--- config.mk ---
export PLATFORM = sky130hd
export DESIGN_NAME = dps_bus_master_flat
export DESIGN_NICKNAME = d
export VERILOG_FILES = /design/src/rtl/dps_bus_master_if.sv /design/src/rtl/dps_bus_master.sv /design/src/flat_wrapper.sv
export SDC_FILE = /design/constraint.sdc
export NUM_CORES = 1
export LEC_CHECK = 0
export BUFFER_PORTS_ARGS = -buffer_cell sky130_fd_sc_hd__buf_2
export CAP_MARGIN = 20
export CORE_AREA = 2 2 119 121
export CTS_CLUSTER_SIZE = 10
export DETAILED_ROUTE_END_ITERATION = 10
export DIE_AREA = 0 0 121 123
export PLACE_DENSITY = 0.75
export SYNTH_ARGS = -nofsm -noshare
export SYNTH_HDL_FRONTEND = slang
export SYNTH_SLANG_ARGS = --single-unit
--- constraint.sdc ---
create_clock -name iCLOCK -period 1.57 [get_ports iCLOCK]
set_clock_uncertainty 0.05 [all_clocks]
set_input_delay 0.2355 -clock iCLOCK [delete_from_list [all_inputs] [get_ports iCLOCK]]
set_output_delay 0.2355 -clock iCLOCK [all_outputs]
set_load 0.05 [all_outputs]
--- src/rtl/dps_bus_master_if.sv ---
// Port bundle for the DPS bus master: core load/store, DPS request/response and IRQ signals.
// Latency: none, wires only.
// Backpressure: iDPS_BUSY stalls the DPS request; the core waits while oCORE_BUSY is high.
interface dps_bus_master_if;
   logic        iCORE_REQ;
   logic        oCORE_BUSY;
   logic        iCORE_RW;
   logic [31:0] iCORE_ADDR;
   logic [31:0] iCORE_DATA;
   logic        oCORE_VALID;
   logic        oCORE_ERR;
   logic [31:0] oCORE_DATA;
   logic        oDPS_REQ;
   logic        iDPS_BUSY;
   logic        oDPS_RW;
   logic [31:0] oDPS_ADDR;
   logic [31:0] oDPS_DATA;
   logic        iDPS_VALID;
   logic [31:0] iDPS_DATA;
   logic        iDPS_IRQ_REQ;
   logic [5:0]  iDPS_IRQ_NUM;
   logic        oDPS_IRQ_ACK;
   logic        oCORE_IRQ_VALID;
   logic [5:0]  oCORE_IRQ_NUM;
   logic        iCORE_IRQ_ACK;

   modport master (
      input  iCORE_REQ, iCORE_RW, iCORE_ADDR, iCORE_DATA,
      output oCORE_BUSY, oCORE_VALID, oCORE_ERR, oCORE_DATA,
      output oDPS_REQ, oDPS_RW, oDPS_ADDR, oDPS_DATA,
      input  iDPS_BUSY, iDPS_VALID, iDPS_DATA,
      input  iDPS_IRQ_REQ, iDPS_IRQ_NUM, iCORE_IRQ_ACK,
      output oDPS_IRQ_ACK, oCORE_IRQ_VALID, oCORE_IRQ_NUM
   );

   modport slave (
      output iCORE_REQ, iCORE_RW, iCORE_ADDR, iCORE_DATA,
      input  oCORE_BUSY, oCORE_VALID, oCORE_ERR, oCORE_DATA,
      input  oDPS_REQ, oDPS_RW, oDPS_ADDR, oDPS_DATA,
      output iDPS_BUSY, iDPS_VALID, iDPS_DATA,
      output iDPS_IRQ_REQ, iDPS_IRQ_NUM, iCORE_IRQ_ACK,
      input  oDPS_IRQ_ACK, oCORE_IRQ_VALID, oCORE_IRQ_NUM
   );
endinterface

--- src/rtl/dps_bus_master.sv ---
// Core-side DPS bus initiator: one load/store at a time, address decode, IRQ pending holder.
// Latency: read 4 cycles, write 3 cycles (DPS idle, 1-cycle read response); decode error 2.
// Backpressure: request held while iDPS_BUSY; access aborted with error after TIMEOUT_CYCLES.
module dps_bus_master #(
   parameter int unsigned TIMEOUT_CYCLES = 255
) (
   input  logic               iCLOCK,
   input  logic               inRESET,
   dps_bus_master_if.master   bus
);
   localparam logic [1:0] ST_IDLE    = 2'd0;
   localparam logic [1:0] ST_ISSUE   = 2'd1;
   localparam logic [1:0] ST_RD_WAIT = 2'd2;
   localparam logic [1:0] ST_RESP    = 2'd3;

   logic [1:0]  state;
   logic [7:0]  tmo_cnt;
   logic [8:0]  cnt_inc;
   logic        tmo_hit;
   logic        legal;
   logic        resp_err;
   logic [31:0] rd_data;

   // Address map decode of the incoming core request; 0x120 is read-only.
   always_comb begin
      legal = 1'b0;
      if (bus.iCORE_ADDR[1:0] == 2'b00) begin
         if (bus.iCORE_ADDR <= 32'h74 || bus.iCORE_ADDR == 32'h100 ||
             bus.iCORE_ADDR == 32'h104 || bus.iCORE_ADDR == 32'h108 ||
             (bus.iCORE_ADDR == 32'h120 && !bus.iCORE_RW))
            legal = 1'b1;
      end
   end

   // The counter value after this cycle; >= so a read accepted on the last allowed
   // cycle still times out on its first RD_WAIT cycle.
   assign cnt_inc = {1'b0, tmo_cnt} + 9'd1;
   assign tmo_hit = (cnt_inc >= 9'(TIMEOUT_CYCLES));

   assign bus.oCORE_BUSY = (state != ST_IDLE);

   // Access FSM: latch request, drive DPS handshake, wait for data, report completion.
   always_ff @(posedge iCLOCK or negedge inRESET) begin
      if (!inRESET) begin
         state           <= ST_IDLE;
         tmo_cnt         <= 8'd0;
         resp_err        <= 1'b0;
         rd_data         <= 32'd0;
         bus.oCORE_VALID <= 1'b0;
         bus.oCORE_ERR   <= 1'b0;
         bus.oCORE_DATA  <= 32'd0;
         bus.oDPS_REQ    <= 1'b0;
         bus.oDPS_RW     <= 1'b0;
         bus.oDPS_ADDR   <= 32'd0;
         bus.oDPS_DATA   <= 32'd0;
      end else begin
         bus.oCORE_VALID <= 1'b0;
         bus.oCORE_ERR   <= 1'b0;
         bus.oCORE_DATA  <= 32'd0;
         case (state)
            ST_IDLE: begin
               if (bus.iCORE_REQ) begin
                  bus.oDPS_RW   <= bus.iCORE_RW;
                  bus.oDPS_ADDR <= bus.iCORE_ADDR;
                  bus.oDPS_DATA <= bus.iCORE_DATA;
                  if (legal) begin
                     resp_err     <= 1'b0;
                     bus.oDPS_REQ <= 1'b1;
                     state        <= ST_ISSUE;
                  end else begin
                     resp_err <= 1'b1;
                     state    <= ST_RESP;
                  end
               end
            end
            ST_ISSUE: begin
               tmo_cnt <= cnt_inc[7:0];
               if (!bus.iDPS_BUSY) begin
                  bus.oDPS_REQ <= 1'b0;
                  state        <= bus.oDPS_RW ? ST_RESP : ST_RD_WAIT;
               end else if (tmo_hit) begin
                  bus.oDPS_REQ <= 1'b0;
                  resp_err     <= 1'b1;
                  state        <= ST_RESP;
               end
            end
            ST_RD_WAIT: begin
               tmo_cnt <= cnt_inc[7:0];
               if (bus.iDPS_VALID) begin
                  rd_data <= bus.iDPS_DATA;
                  state   <= ST_RESP;
               end else if (tmo_hit) begin
                  resp_err <= 1'b1;
                  state    <= ST_RESP;
               end
            end
            default: begin
               tmo_cnt         <= 8'd0;
               bus.oCORE_VALID <= 1'b1;
               bus.oCORE_ERR   <= resp_err;
               bus.oCORE_DATA  <= resp_err ? 32'hFFFF_FFFF : (bus.oDPS_RW ? 32'd0 : rd_data);
               state           <= ST_IDLE;
            end
         endcase
      end
   end

   // IRQ holder: capture one DPS interrupt, ack it once, keep it until the core consumes it.
   always_ff @(posedge iCLOCK or negedge inRESET) begin
      if (!inRESET) begin
         bus.oDPS_IRQ_ACK    <= 1'b0;
         bus.oCORE_IRQ_VALID <= 1'b0;
         bus.oCORE_IRQ_NUM   <= 6'd0;
      end else begin
         bus.oDPS_IRQ_ACK <= 1'b0;
         if (bus.oCORE_IRQ_VALID) begin
            if (bus.iCORE_IRQ_ACK)
               bus.oCORE_IRQ_VALID <= 1'b0;
         end else if (bus.iDPS_IRQ_REQ && !bus.oDPS_IRQ_ACK) begin
            bus.oCORE_IRQ_VALID <= 1'b1;
            bus.oCORE_IRQ_NUM   <= bus.iDPS_IRQ_NUM;
            bus.oDPS_IRQ_ACK    <= 1'b1;
         end
      end
   end
endmodule

--- src/flat_wrapper.sv ---
// flat-port wrapper written by rule: the top's interface ports become plain ports
module dps_bus_master_flat 
#(
   parameter int unsigned TIMEOUT_CYCLES = 255
)
  (iCLOCK, inRESET, bus_iCORE_REQ, bus_iCORE_RW, bus_iCORE_ADDR, bus_iCORE_DATA, bus_oCORE_BUSY, bus_oCORE_VALID, bus_oCORE_ERR, bus_oCORE_DATA, bus_oDPS_REQ, bus_oDPS_RW, bus_oDPS_ADDR, bus_oDPS_DATA, bus_iDPS_BUSY, bus_iDPS_VALID, bus_iDPS_DATA, bus_iDPS_IRQ_REQ, bus_iDPS_IRQ_NUM, bus_iCORE_IRQ_ACK, bus_oDPS_IRQ_ACK, bus_oCORE_IRQ_VALID, bus_oCORE_IRQ_NUM);
  dps_bus_master_if bus_i ();
  input  logic iCLOCK;
  input  logic inRESET;
  input wire logic [$bits(bus_i.iCORE_REQ)-1:0] bus_iCORE_REQ;
  input wire logic [$bits(bus_i.iCORE_RW)-1:0] bus_iCORE_RW;
  input wire logic [$bits(bus_i.iCORE_ADDR)-1:0] bus_iCORE_ADDR;
  input wire logic [$bits(bus_i.iCORE_DATA)-1:0] bus_iCORE_DATA;
  output wire logic [$bits(bus_i.oCORE_BUSY)-1:0] bus_oCORE_BUSY;
  output wire logic [$bits(bus_i.oCORE_VALID)-1:0] bus_oCORE_VALID;
  output wire logic [$bits(bus_i.oCORE_ERR)-1:0] bus_oCORE_ERR;
  output wire logic [$bits(bus_i.oCORE_DATA)-1:0] bus_oCORE_DATA;
  output wire logic [$bits(bus_i.oDPS_REQ)-1:0] bus_oDPS_REQ;
  output wire logic [$bits(bus_i.oDPS_RW)-1:0] bus_oDPS_RW;
  output wire logic [$bits(bus_i.oDPS_ADDR)-1:0] bus_oDPS_ADDR;
  output wire logic [$bits(bus_i.oDPS_DATA)-1:0] bus_oDPS_DATA;
  input wire logic [$bits(bus_i.iDPS_BUSY)-1:0] bus_iDPS_BUSY;
  input wire logic [$bits(bus_i.iDPS_VALID)-1:0] bus_iDPS_VALID;
  input wire logic [$bits(bus_i.iDPS_DATA)-1:0] bus_iDPS_DATA;
  input wire logic [$bits(bus_i.iDPS_IRQ_REQ)-1:0] bus_iDPS_IRQ_REQ;
  input wire logic [$bits(bus_i.iDPS_IRQ_NUM)-1:0] bus_iDPS_IRQ_NUM;
  input wire logic [$bits(bus_i.iCORE_IRQ_ACK)-1:0] bus_iCORE_IRQ_ACK;
  output wire logic [$bits(bus_i.oDPS_IRQ_ACK)-1:0] bus_oDPS_IRQ_ACK;
  output wire logic [$bits(bus_i.oCORE_IRQ_VALID)-1:0] bus_oCORE_IRQ_VALID;
  output wire logic [$bits(bus_i.oCORE_IRQ_NUM)-1:0] bus_oCORE_IRQ_NUM;
  assign bus_i.iCORE_REQ = bus_iCORE_REQ;
  assign bus_i.iCORE_RW = bus_iCORE_RW;
  assign bus_i.iCORE_ADDR = bus_iCORE_ADDR;
  assign bus_i.iCORE_DATA = bus_iCORE_DATA;
  assign bus_oCORE_BUSY = bus_i.oCORE_BUSY;
  assign bus_oCORE_VALID = bus_i.oCORE_VALID;
  assign bus_oCORE_ERR = bus_i.oCORE_ERR;
  assign bus_oCORE_DATA = bus_i.oCORE_DATA;
  assign bus_oDPS_REQ = bus_i.oDPS_REQ;
  assign bus_oDPS_RW = bus_i.oDPS_RW;
  assign bus_oDPS_ADDR = bus_i.oDPS_ADDR;
  assign bus_oDPS_DATA = bus_i.oDPS_DATA;
  assign bus_i.iDPS_BUSY = bus_iDPS_BUSY;
  assign bus_i.iDPS_VALID = bus_iDPS_VALID;
  assign bus_i.iDPS_DATA = bus_iDPS_DATA;
  assign bus_i.iDPS_IRQ_REQ = bus_iDPS_IRQ_REQ;
  assign bus_i.iDPS_IRQ_NUM = bus_iDPS_IRQ_NUM;
  assign bus_i.iCORE_IRQ_ACK = bus_iCORE_IRQ_ACK;
  assign bus_oDPS_IRQ_ACK = bus_i.oDPS_IRQ_ACK;
  assign bus_oCORE_IRQ_VALID = bus_i.oCORE_IRQ_VALID;
  assign bus_oCORE_IRQ_NUM = bus_i.oCORE_IRQ_NUM;
  dps_bus_master #(.TIMEOUT_CYCLES(TIMEOUT_CYCLES)) u_core (.iCLOCK(iCLOCK), .inRESET(inRESET), .bus(bus_i));
endmodule
Word level (Yosys, flattened, before mapping)

Cells that the tools add are included.

Equal/unequal tests: 11
Magnitude comparators: 2
$add $sub $neg: 1
Reduce and logical (&&, ||, !) cells: 20
Muxes and demuxes: 30
Bitwise operators: 1

Operators by type and width:

| cell                  | count |
|---|---|
| $eq A32 B9 Y1 const B | 4 |
| $mux W32              | 3 |
| $le A32 B7 Y1 const B | 1 |
| $mux W1               | 18 |
| $pmux W8 S2           | 1 |
| $mux W2               | 5 |
| $add A8 B1 Y9 const B | 1 |
| $ge A9 B8 Y1 const B  | 1 |
| $reduce_and A4 Y1     | 2 |
| $ne A2 B2 Y1 const B  | 3 |
| $pmux W2 S3           | 1 |
| $reduce_and A2 Y1     | 3 |
| $logic_not A2 Y1      | 2 |
| $logic_or A1 B1 Y1    | 4 |
| $reduce_bool A2 Y1    | 2 |
| $ne A3 B2 Y1 const B  | 1 |
| $pmux W1 S3           | 1 |
| $reduce_bool A3 Y1    | 1 |
| $reduce_or A3 Y1      | 1 |
| $eq A2 B1 Y1 const B  | 1 |
| $eq A2 B2 Y1 const B  | 1 |
| $logic_and A1 B1 Y1   | 2 |
| $logic_not A1 Y1      | 2 |
| $ne A2 B1 Y1 const B  | 1 |
| 3 further kinds       | 3 |

Bits of input ports: 110
Word-level logic and storage cells: 79
Register bits after elaboration: 151
Output and inout bits: 109

Depth between registers and ports, before layout

Depth after elaboration: 10
Depth in mapped cells: 8
Mapped depth without buffers: 7

Worst setup path after synthesis

Ideal clock, no wire load.

Path kind: reg-to-reg
Start: register u_core.state[0]
End: register u_core.tmo_cnt[7]
Clock period less this slack: 1.888 ns
Arrival: 1.761 ns
Library setup time: 0.076 ns
Cell stages (with the launch flop): 7
Setup slack: -0.318 ns
Buffers on the path: 0
Data required time: 1.444 ns
Cells stage by stage: dfrtp_1 inv_1 ha_1 inv_1 nand2_1 or4_1 o21ai_1

Cells in the longest elaborated chain, start to end: 3
Elaborated cells between the ends (all ways): 5
Those cells by class: 2 x eq/ne; 1 x mux; 2 x reduce/logical

Ends and longest elaborated chain:

| what                                         | RTL line             | text |
|---|---|---|
| start: declaration                           | dps_bus_master.sv:16 | `logic [1:0] state;` |
| start signal: assignment                     | dps_bus_master.sv:80 | `state <= bus.oDPS_RW ? ST_RESP : ST_RD_WAIT;` |
| $eq A2 B1 Y1 or $eq A2 B2 Y1 (tied branches) | dps_bus_master.sv:60 | `case (state)` |
| $reduce_or A2 Y1 (no line)                   | -                    |  |
| $pmux W8 S2                                  | dps_bus_master.sv:60 |  |
| end signal: assignment                       | dps_bus_master.sv:77 | `tmo_cnt <= cnt_inc[7:0];` |
| end signal: assignment                       | dps_bus_master.sv:88 | `tmo_cnt <= cnt_inc[7:0];` |
| end: declaration                             | dps_bus_master.sv:17 | `logic [7:0] tmo_cnt;` |

Several ways; a longest one is shown, not always the timed one.
A chain may end at the register's enable or synchronous reset.

Final worst setup path

Start: register u_core.state[1]
End: output bus_oCORE_BUSY

Cells in the longest elaborated chain, start to end: 1

Ends and longest elaborated chain:

| what               | RTL line             | text |
|---|---|---|
| $reduce_bool A2 Y1 | dps_bus_master.sv:40 | `assign bus.oCORE_BUSY = (state != ST_IDLE);` |
| end: declaration   | flat_wrapper.sv:14   | `output wire logic [$bits(bus_i.oCORE_BUSY)-1:0] bus_oCORE_BUSY;` |

No other way between the ends.

==> out/results.ini <==
[run_status]
status=finished with violations
violations=setup timing

[die]
rows=43
io_pins=219
die_h_um=123
fp.dieW_um=121
core-area_mm2=0.0136
dieArea_mm2=0.0149
initial_core_util_pct=44.1

[final_layout]
most-common-layout-cells=buf_2, dfrtp_1, dlygate4sd3_1
areaGrowthSynthToFinish_pct=60.8
nets=878
final-seq-area_mm2=0.00378
drive_above_1_share_pct=56.3
final_common_cell=buf_2
antenna_cells=0
fillers=845
fin_util_pct=70.9
multi_input_area_mm2=0.00252

[drt]
drc=0
dr.pass1.iters=4
ant_nets=0
wirelength_um=18800
vias=4946
vias_per_cell=5.18
drtIter0Drc=295
routedWlPerCell_um=19.7

[critical_path]
end_kind=primary output
slowest_stage=dfrtp_1
critical_path.max_stage_delay_ns=0.40
arrival_ns=1.51
crit_start=u_core.state[1]$_DFFE_PN0N_
rr_startpoint=u_core.state[1]$_DFFE_PN0N_
crit_end=bus_oCORE_BUSY
worstRegToRegCells=8
path_depth=6
crit_type=reg -> out
worst-r2r-setup-slack_ns=-0.18
path_delay_family=buffers and inverters
critPathBufInv=5
crit_path_start_kind=flip-flop
required_ns=1.28
critPathMaxFanout=2
path_cells=inv_2 > ha_4 > buf_8 > clkinvlp_4 > buf_6 > buf_8
r2r-end=u_core.state[1]$_DFFE_PN0N_
timing.critical_path.mode_cell=buf_8

[clocking]
cts_tree=done
cts_made_buffers=17
cts.sinks=151
htreeDepth=4
clockRootBuffer=clkbuf_16
cts.path.max_buffers=2
worstSkewPairLatency_ns=0.43
cts.reportedPaths.clkPinSlew_ns=0.06

[timing]
finalSetupViolCount=57
finalHoldViolations=0
rsz0062_at_grt=true
fin_crit_sh_pct=115
max_freq_mhz=556
max_slew_margin_pct=71.5
worst_slew_pin_slew_ns=0.428
fin_crit_ns=1.80
worst_slack_ns=-0.229
slew_viol_final=0

[grt]
grt_usage_pct=23.2
grt_start_max_net_pins=41
grt_pass1_wl_um=26100
grt_pass1_vias=5114
antenna_found_initial=0
overflow=0

[logic_synthesis]
yosys_register_bits=151
synth_area_mm2=0.00600
ys_types=43
syn-num-nets=535
syn_avg_cell_area_um2=14.3
ys_seq_area_share_pct=62.9
synth_cells=419
yosys_warnings=0

[power_and_ir_drop]
power_density_mw_per_mm2=2380
vdd_ir_drop_max_mv=1.49
p_leak_nw=4.95

[hold_path]
hp-class=in -> reg
min_from=bus_iCORE_ADDR[24]

[placed_design]
io_buffer_count=218
pre_cts_ws_ns=-0.387
gp_congestion=0.835
dpl.hpwl_um=10300

[job]
cap_violations=0

-- cell families after synthesis --
kind of cell | count (synthesis) | synth area share (%)
flip-flops | 151 | 62.9
multiplexers | 105 | 19.7
AO/OA/AOI/OAI | 71 | 8.98
AND/OR/NAND/NOR | 59 | 5.34
buffers and inverters | 27 | 1.83
adder cells (fa/ha/maj) | 6 | 1.25
-- worst min path at each step --
stage | to | cells past startpoint
6_report | u_core.bus.oDPS_ADDR[24]$_DFFE_PN0P_ | 2
5_1_grt | u_core.bus.oDPS_ADDR[16]$_DFFE_PN0P_ | 2
4_1_cts | u_core.bus.oDPS_ADDR[7]$_DFFE_PN0P_ | 2
3_5_place_dp | u_core.bus.oDPS_DATA[21]$_DFFE_PN0P_ | 1
3_3_place_gp | u_core.bus.oDPS_DATA[21]$_DFFE_PN0P_ | 1
2_1_floorplan | u_core.bus.oCORE_DATA[0]$_DFF_PN0_ | 0
-- through the flow --
step	power [W]	cell area, um2	std cells	setup TNS (ns)	hold slack [ns]
4_1_cts	0.0218	9240	946	-1.80	0.000507
2_1_floorplan	0.0143	6090	419	-1.20	-0.110
3_5_place_dp	0.0172	7630	826	-2.37	0.143
3_3_place_gp	0.0169	7630	826	-1.22	0.144
5_1_grt	0.0239	9660	954	-5.70	0.000962
6_report	0.0230	9660	954	-2.16	0.0122
-- state kept, by name, indices dropped and copies added, names as in the netlist --
| signal | flops |
|---|---|
| u_core.bus.oCORE_IRQ_NUM | 6 |
| u_core.rd_data | 32 |
| u_core.bus.oCORE_VALID | 1 |
| u_core.bus.oDPS_IRQ_ACK | 1 |
| u_core.bus.oDPS_DATA | 32 |
| u_core.bus.oCORE_ERR | 1 |
| u_core.tmo_cnt | 8 |
| u_core.resp_err | 1 |
| u_core.bus.oDPS_REQ | 1 |
| u_core.bus.oDPS_RW | 1 |
| u_core.bus.oCORE_IRQ_VALID | 1 |
| u_core.bus.oDPS_ADDR | 32 |
| u_core.bus.oCORE_DATA | 32 |
| u_core.state | 2 |
-- synth_stat cells, drive strengths merged --
master	count	share of area, %
o2111ai	1	0.15
a21o	34	4.3
a211oi	3	0.58
a21oi	2	0.17
mux2	103	19
o21ai	11	0.92
a2111oi	1	0.17
o22ai	1	0.10
nor2b	5	0.52
nor3	4	0.33
o41ai	1	0.15
inv	7	0.44
a21boi	1	0.19
or2	1	0.10
o31a	4	0.58
a21bo	1	0.17
nand3	3	0.25
nor3b	1	0.21
mux2i	2	0.33
nand2b	6	0.63
o21ba	1	0.17
ha	6	1.3
and2	3	0.31
nand4b	2	0.29
o31ai	2	0.25
o211ai	1	0.13
a2bb2oi	1	0.25
o22a	1	0.15
dfrtp	151	63
clkbuf	13	0.81
nand2	17	1.1
buf	7	0.58
a221o	1	0.17
or4	1	0.13
a31oi	3	0.31
nor2	6	0.38
a211o	1	0.15
nand4	2	0.21
or3	1	0.19
nor4	7	0.73
-- layer usage --
metal	global-route usage, %	part of all wire (%)
met1	26.3	38
met4	9.67	2.4
met5	0	0
met2	39.9	53
met3	8.30	6.7
-- timing repair --
| action | 4_1_cts | 5_1_grt |
|---|---|---|
| gates cloned | 2 | 7 |
| pin swaps | 10 | 11 |
| setup buffers | 10 | 2 |
| endpoints found under the setup margin | 40 | 96 |
| gates resized for setup | 31 | 63 |
| endpoints found under the hold margin | 113 | 1 |
| hold buffers | 77 | 1 |
-- where the power goes --
group | switching [W] | internal [W] | total, W
clock network | 0.00163 | 0.00235 | 0.00398
registers | 0.000975 | 0.00573 | 0.00670
logic | 0.00787 | 0.00446 | 0.0123
total | 0.0105 | 0.0125 | 0.0230
-- area by class of cell --
class	count	share of cell area (%)
clock inverter	9	0.959
inverter	7	0.311
multi-input combinational	241	26.1
tap	180	2.33
timing repair buffer	344	26.1
sequential	151	39.2
clock buffer	22	5.01
(Power assumes the default switching activity.)
